==> src/rtl/demux_pkg.sv <==
// demux_pkg: definitions shared by demux14_stream and its channel slots.
//   chan_state_e : per-channel holding-register state (EMPTY / FULL)
//   DEF_W        : default data width in bits
//   DEF_CNT_W    : default per-channel transfer counter width
//   NUM_CH       : number of output channels
//   SEL_W        : width of the channel select
package demux_pkg;

   localparam int unsigned DEF_W     = 8;
   localparam int unsigned DEF_CNT_W = 8;
   localparam int unsigned NUM_CH    = 4;
   localparam int unsigned SEL_W     = 2;

   typedef enum logic [0:0] {
      EMPTY = 1'b0,
      FULL  = 1'b1
   } chan_state_e;

endpackage

==> src/rtl/demux_slot.sv <==
// demux_slot: one output channel of the stream demultiplexer.
// Holds a single word. It fills when the top level steers an input transfer here,
// and it drains when the downstream accepts it. A word can drain and refill on the
// same edge, so a continuously ready consumer sees no bubble. It also counts completed
// output transfers, saturating at the all-ones value.
//
// Ports
//   clk      in   clock, rising edge
//   rst      in   synchronous active-high reset; dominates every other input
//   clr      in   synchronous clear of the transfer counter
//   wr_en    in   input transfer into this slot this cycle
//   wr_data  in   W  word written when wr_en=1
//   data     out  W  held word; it keeps the last written word after draining
//   valid    out  slot is FULL
//   ready    in   downstream consumes the held word
//   cnt      out  CNT_W  completed output transfers
module demux_slot
   import demux_pkg::*;
#(
   parameter int unsigned W     = DEF_W,
   parameter int unsigned CNT_W = DEF_CNT_W
) (
   input  logic             clk,
   input  logic             rst,
   input  logic             clr,
   input  logic             wr_en,
   input  logic [W-1:0]     wr_data,
   output logic [W-1:0]     data,
   output logic             valid,
   input  logic             ready,
   output logic [CNT_W-1:0] cnt
);

   chan_state_e      state_q, state_d;
   logic [W-1:0]     data_q, data_d;
   logic [CNT_W-1:0] cnt_q, cnt_d;
   logic             out_xfer;

   localparam logic [CNT_W-1:0] CntMax = {CNT_W{1'b1}};

   assign out_xfer = (state_q == FULL) & ready;

   // Channel FSM and holding register
   always_comb begin
      state_d = state_q;
      data_d  = data_q;
      unique case (state_q)
         EMPTY: begin
            if (wr_en) begin
               state_d = FULL;
            end
         end
         FULL: begin
            // A refill on the drain edge keeps the slot FULL.
            if (wr_en) begin
               state_d = FULL;
            end else if (out_xfer) begin
               state_d = EMPTY;
            end
         end
         default: state_d = EMPTY;
      endcase
      if (wr_en) begin
         data_d = wr_data;
      end
   end

   // Saturating transfer counter. clr wins over a coincident increment.
   always_comb begin
      cnt_d = cnt_q;
      if (clr) begin
         cnt_d = '0;
      end else if (out_xfer && (cnt_q != CntMax)) begin
         cnt_d = cnt_q + 1'b1;
      end
   end

   always_ff @(posedge clk) begin
      if (rst) begin
         state_q <= EMPTY;
         data_q  <= '0;
         cnt_q   <= '0;
      end else begin
         state_q <= state_d;
         data_q  <= data_d;
         cnt_q   <= cnt_d;
      end
   end

   assign data  = data_q;
   assign valid = (state_q == FULL);
   assign cnt   = cnt_q;

endmodule

==> src/rtl/demux14_stream.sv <==
// demux14_stream: 1-to-4 valid/ready stream demultiplexer with per-channel
// one-entry holding registers and saturating output transfer counters.
// {s1,s0} selects the destination: 00->o0, 01->o1, 10->o2, 11->o3.
// The top level only decodes the select and forms in_ready. The holding registers,
// channel FSMs and counters are in demux_slot.
//
// Ports
//   clk, rst                 clock; synchronous active-high reset
//   in_data/in_valid         offered word and its valid
//   in_ready                 the selected channel can take the word this cycle
//   s1, s0                   destination select
//   clr                      synchronous clear of all transfer counters
//   oK_data/oK_valid/oK_ready  channel K output stream (K = 0..3)
//   c0..c3                   completed output transfers per channel
module demux14_stream
   import demux_pkg::*;
#(
   parameter int unsigned W     = DEF_W,
   parameter int unsigned CNT_W = DEF_CNT_W
) (
   input  logic             clk,
   input  logic             rst,
   input  logic [W-1:0]     in_data,
   input  logic             in_valid,
   output logic             in_ready,
   input  logic             s1,
   input  logic             s0,
   input  logic             clr,
   output logic [W-1:0]     o0_data,
   output logic [W-1:0]     o1_data,
   output logic [W-1:0]     o2_data,
   output logic [W-1:0]     o3_data,
   output logic             o0_valid,
   output logic             o1_valid,
   output logic             o2_valid,
   output logic             o3_valid,
   input  logic             o0_ready,
   input  logic             o1_ready,
   input  logic             o2_ready,
   input  logic             o3_ready,
   output logic [CNT_W-1:0] c0,
   output logic [CNT_W-1:0] c1,
   output logic [CNT_W-1:0] c2,
   output logic [CNT_W-1:0] c3
);

   logic [SEL_W-1:0]  sel;
   logic [NUM_CH-1:0] hit;
   logic [NUM_CH-1:0] wr_en;
   logic [NUM_CH-1:0] slot_valid;
   logic [NUM_CH-1:0] slot_ready;
   logic [W-1:0]      slot_data [NUM_CH];
   logic [CNT_W-1:0]  slot_cnt  [NUM_CH];
   logic              in_xfer;

   assign sel        = {s1, s0};
   assign slot_ready = {o3_ready, o2_ready, o1_ready, o0_ready};

   // One-hot select decode
   always_comb begin
      hit      = '0;
      hit[sel] = 1'b1;
   end

   // Combinational on the selected channel's downstream ready, so a FULL slot
   // being drained can still accept a word on the same edge.
   assign in_ready = ~slot_valid[sel] | slot_ready[sel];
   assign in_xfer  = in_valid & in_ready;
   assign wr_en    = hit & {NUM_CH{in_xfer}};

   for (genvar k = 0; k < NUM_CH; k++) begin : g_slot
      demux_slot #(
         .W     (W),
         .CNT_W (CNT_W)
      ) u_slot (
         .clk     (clk),
         .rst     (rst),
         .clr     (clr),
         .wr_en   (wr_en[k]),
         .wr_data (in_data),
         .data    (slot_data[k]),
         .valid   (slot_valid[k]),
         .ready   (slot_ready[k]),
         .cnt     (slot_cnt[k])
      );
   end

   assign o0_data  = slot_data[0];
   assign o1_data  = slot_data[1];
   assign o2_data  = slot_data[2];
   assign o3_data  = slot_data[3];
   assign o0_valid = slot_valid[0];
   assign o1_valid = slot_valid[1];
   assign o2_valid = slot_valid[2];
   assign o3_valid = slot_valid[3];
   assign c0       = slot_cnt[0];
   assign c1       = slot_cnt[1];
   assign c2       = slot_cnt[2];
   assign c3       = slot_cnt[3];

endmodule

==> config.mk <==
export PLATFORM = sky130hd
export DESIGN_NAME = demux14_stream
export DESIGN_NICKNAME = d
export VERILOG_FILES = /design/src/rtl/demux_pkg.sv /design/src/rtl/demux_slot.sv /design/src/rtl/demux14_stream.sv
export SDC_FILE = /design/constraint.sdc
export NUM_CORES = 1
export LEC_CHECK = 0
export ABC_AREA = 0
export CAP_MARGIN = 20
export CORE_ASPECT_RATIO = 0.75
export CORE_MARGIN = 4
export CORE_UTILIZATION = 43
export CTS_CLUSTER_DIAMETER = 150
export DETAILED_ROUTE_END_ITERATION = 12
export PLACE_DENSITY = 0.74
export SETUP_SLACK_MARGIN = 0.02
export SYNTH_ARGS = -nofsm -noshare
export SYNTH_HDL_FRONTEND = slang
export SYNTH_SLANG_ARGS = --single-unit
==> constraint.sdc <==
create_clock -name clk -period 3.95 [get_ports clk]
set_input_delay 0.79 -clock clk [delete_from_list [all_inputs] [get_ports clk]]
set_output_delay 0.79 -clock clk [all_outputs]
set_load 0.005 [all_outputs]
# --- Yosys cells after proc, flatten, opt, wreduce, memory -nomap -nowiden ---
# Cells that the tools add are included.
word_totals:
  regBits: 68
  input_bits: 18
  out_inout_bits: 69
  elab_cells: 62
classes:
  n_addsub: 4
  order_cmp: 2
  eq_ne: 4
  n_mux: 22
  bitwise: 12
  n_reduce_logical: 6
op_table:
  columns: ["operator", "n"]
  rows:
  - ["$add 8x1->8 const B", 4]
  - ["$ne 8x8->1 const B", 4]
  - ["$mux 1", 15]
  - ["$pmux 1 s2", 4]
  - ["$and 1x1->1", 5]
  - ["$logic_and 1x1->1", 5]
  - ["$not 1->1", 5]
  - ["$and 4x4->4", 1]
  - ["$bmux 1 s2", 2]
  - ["$lt 2x3->1 const B", 1]
  - ["$demux 1 s2", 1]
  - ["$ge 2x1->1 const B", 1]
  - ["$reduce_or 2->1", 1]
  - ["$or 1x1->1", 1]

# --- Longest topological paths before layout ---
depth:
  ltp_word: 8
  ltp_mapped: 6

# --- Cells and area by module ---
# Synthesis repeated with hierarchy kept, for this count alone.
hier_totals:
  hier_cells: 317
  hier_area_um2: 2934.1
modules_own_cells:
  columns: ["module", "n_inst", "cells_per_inst", "area_each_um2", "seq_area_each_um2"]
  rows:
  - ["demux_slot", 4, 77, 708.2, 340.3]
  - ["demux14_stream", 1, 9, 101.3, 0.0]

# --- Least setup slack after synthesis ---
# Ideal clock, no wire load.
synth_timing:
  path_kind: "input to output"
  start: "input port o0_ready"
  end: "output port in_ready"
  t_arrival_ns: 1.162
  t_required_ns: 3.160
  slack_ns: 1.998
  stages: 3
  path_buffers: 0
  cell_sequence: "nand2b_1 > o21ai_0 > mux2i_1"
synth_between:
  elab_chain_len: 3
synth_lines:
  columns: ["item", "line", "rtl"]
  rows:
  - ["from (decl)", "demux14_stream.sv:37", "input logic o0_ready,"]
  - ["$bmux 1 s2", "demux14_stream.sv:67", "assign in_ready = ~slot_valid[sel] | slot_ready[sel];"]
  - ["$mux 1 (implied by the code)", "demux14_stream.sv:67", null]
  - ["$or 1x1->1", "demux14_stream.sv:67", null]
  - ["to (decl)", "demux14_stream.sv:25", "output logic in_ready,"]
# No other way between the ends. The select of a mux whose other input is x is not followed.

# --- Final worst setup path ---
# Same ends and word-level chain as after synthesis.

==> impl_metrics.ini <==
[status]
status = finished clean

[global_routing]
first_global_vias = 2350
grt_max_degree = 42
grtUsageTotal_pct = 18.6
antenna_found_initial = 0
grt_pass1_wl_mm = 11.6
grt-ovfl-total = 0

[yosys]
yosys_warnings = 0
synth_top_area_share_pct = 47.7
synth_area_mm2 = 0.00285
netlist_instances = 300
syn_nets = 322
synthTopCellsByArea = dfxtp_1, mux2i_1, nor2_1
seq_area_frac_synth_pct = 47.7
ys.flop_type = dfxtp_1
async_flop_share_pct = 0
yosys.area.top_type = dfxtp_1
yosys_register_bits = 68
syn_avg_cell_area_um2 = 9.50
synth-edff-count = 0
ys_types = 43

[drt]
drc = 0
drtIter0Drc = 102
wirelength_mm = 7.20
firstDrtPassIters = 4
wl_per_cell_um = 15.3
post_drt_via_cell_ratio = 5.27
vias = 2484
ant_nets = 0

[setup_path]
critPathKind = primary input to primary output
cp_top_family = buffers and inverters
cpPeakStageDelay_ns = 0.54
crit_top_cell = clkdlybuf4s50_1
critPathLaunchType = primary input
required_ns = 3.16
cp.arrival_ns = 2.32
crit_fanout = 4
endpoint_kind = primary output
path_cells = clkdlybuf4s50_1 > nand2b_1 > o21ai_0 > mux2i_1 > clkdlybuf4s50_1
critPathBufInv = 2
cp_slowest_cell = clkdlybuf4s50_1

[clocking]
postCtsSetupBuffers = 0
clockRootBuffer = clkbuf_8
clkSlewWorstSetupHoldPaths_ns = 0.07
h-tree-depth = 3
clock-sinks = 68
post_cts_resized = 0
clk_path_buf_depth = 2
cts_tree = yes
cts_made_buffers = 9
clock_latency_ns = 0.34
ctsHoldBuffers = 0

[sta]
finalHoldViolCount = 0
finalCritPeriodShare_pct = 78.7
fmax_ghz = 0.322
slew_headroom_pct = 36.6
fin_ws_ns = 0.840
clock_skew_ns = 0.00815
tightestPinTransition_ns = 0.949
min_period_ns = 3.11
finalMaxSlewViolations = 0
fin_tns_setup_ns = 0
setup_viol = 0
grt_setup_unrepaired = false

[layout]
fillers = 578
final_nets = 409
drive_above_1_share_pct = 5.90
syn_to_final_growth_pct = 39.1
mostFrequentLayoutCell = clkdlybuf4s50_1
layout.cells.most_common_list = clkdlybuf4s50_1, dfxtp_1, nor2_1
num_antenna_cells = 0

[floorplanning]
dieArea_mm2 = 0.00801
die_w_um = 102
start_util_pct = 44.7
core_area_mm2 = 0.00638
ios = 87
rows = 25
die_h_um = 78.5

[placement]
gp_congestion = 0.780
hpwl_mm = 5.13
port_buffers = 86
dpl_worst_slack_ns = 0.847

[flow_run]
drv_cap = 0

[pwr]
ir_drop_mv = 0.205
p_leak_nw = 1.44
p_per_area_mw_per_mm2 = 347

[hold_path]
hold_path.class = flop to flop
==> registers in the layout, indices dropped and copies added (netlist names) <==
register / count
g_slot.u_slot.valid: 4
g_slot.u_slot.cnt: 32
g_slot.u_slot.data: 32
==> cells by family (layout without fill, tap and decap cells) <==
family	count (synthesis)	in the layout	synth area share, %
and+or+nand+nor	121	121	20.4
xor gates and xnor gates	10	10	3.07
adders and majority gates	4	4	1.76
muxes	39	39	13.7
AOI/OAI and AO/OA	43	43	11.0
buffers and inverters	15	105	2.41
DFF	68	68	47.7
==> Yosys cell counts, types with 3 or more instances <==
library cell / number
nor2b_1: 3
ha_1: 4
inv_1: 3
o41ai_1: 3
buf_2: 4
xor2_1: 4
nor3_1: 3
nand2b_1: 3
and3_1: 3
nor2_1: 59
nand4_1: 5
o31ai_1: 5
dfxtp_1: 68
xnor2_1: 6
or3_1: 3
nand2_1: 14
nand3_1: 13
a21oi_1: 11
mux2i_1: 39
o21ai_0: 3
o211ai_1: 7
or4_1: 4
clkbuf_1: 5
and4_1: 3
==> through the flow <==
step           cells  instance area (um2)  power [mW]  utilization [%]  hold WS [ns]
3_3_place_gp     457                 3780       0.827             59.2         0.471
6_report         471                 3970        1.37             62.2         0.492
2_1_floorplan    300                 2850       0.767                -         0.471
5_1_grt          471                 3970        1.44             62.2         0.520
3_5_place_dp     457                 3780       0.829             59.2         0.482
4_1_cts          471                 3970        1.39             62.2         0.494
==> power by group <==
part,total [mW],switching (mW),internal [mW]
clock network,0.561,0.243,0.318
registers,0.707,0.00822,0.699
logic,0.106,0.0494,0.0569
==> layout make-up <==
| cell class | instances | area (um2) | share of cell area (%) |
|---|---|---|---|
| clock buffer | 12 | 155 | 3.91 |
| clock inverter | 2 | 35.0 | 0.883 |
| inverter | 3 | 11.3 | 0.284 |
| multi-input combinational | 217 | 1430 | 36.0 |
| sequential | 68 | 1360 | 34.3 |
| tap | 81 | 101 | 2.56 |
| timing repair buffer | 88 | 876 | 22.1 |
==> worst min-delay path, cell delays in order, from the launching register on <==
cell,delay (ns)
dfxtp_1,0.33
mux2i_1,0.06
nor2_1,0.07
==> per-layer routing <==
layer	wire length [um]	share of wire [%]	track usage, %	vias to the layer above
li1	-	-	-	1243
met2	3150	44	27.2	84
met4	64	0.89	4.72	0
met3	864	12	11.5	9
met5	0	0	0	-
met1	3120	43	23.1	1148
==> path summary, 6_finish.rpt <==
check	cells after the start	startpoint	to	slack [ns]
worst max-delay path	5	o0_ready	in_ready	0.84
worst min-delay path	2	g_slot[2].u_slot.data[4]$_SDFFE_PP0P_	g_slot[2].u_slot.data[4]$_SDFFE_PP0P_	0.49
worst max register to register	5	g_slot[3].u_slot.cnt[0]$_SDFFE_PP0P_	g_slot[3].u_slot.cnt[5]$_SDFFE_PP0P_	2.22
worst min register to register	2	g_slot[2].u_slot.data[4]$_SDFFE_PP0P_	g_slot[2].u_slot.data[4]$_SDFFE_PP0P_	0.49
No activity file was read; power rests on OpenSTA's default activity.
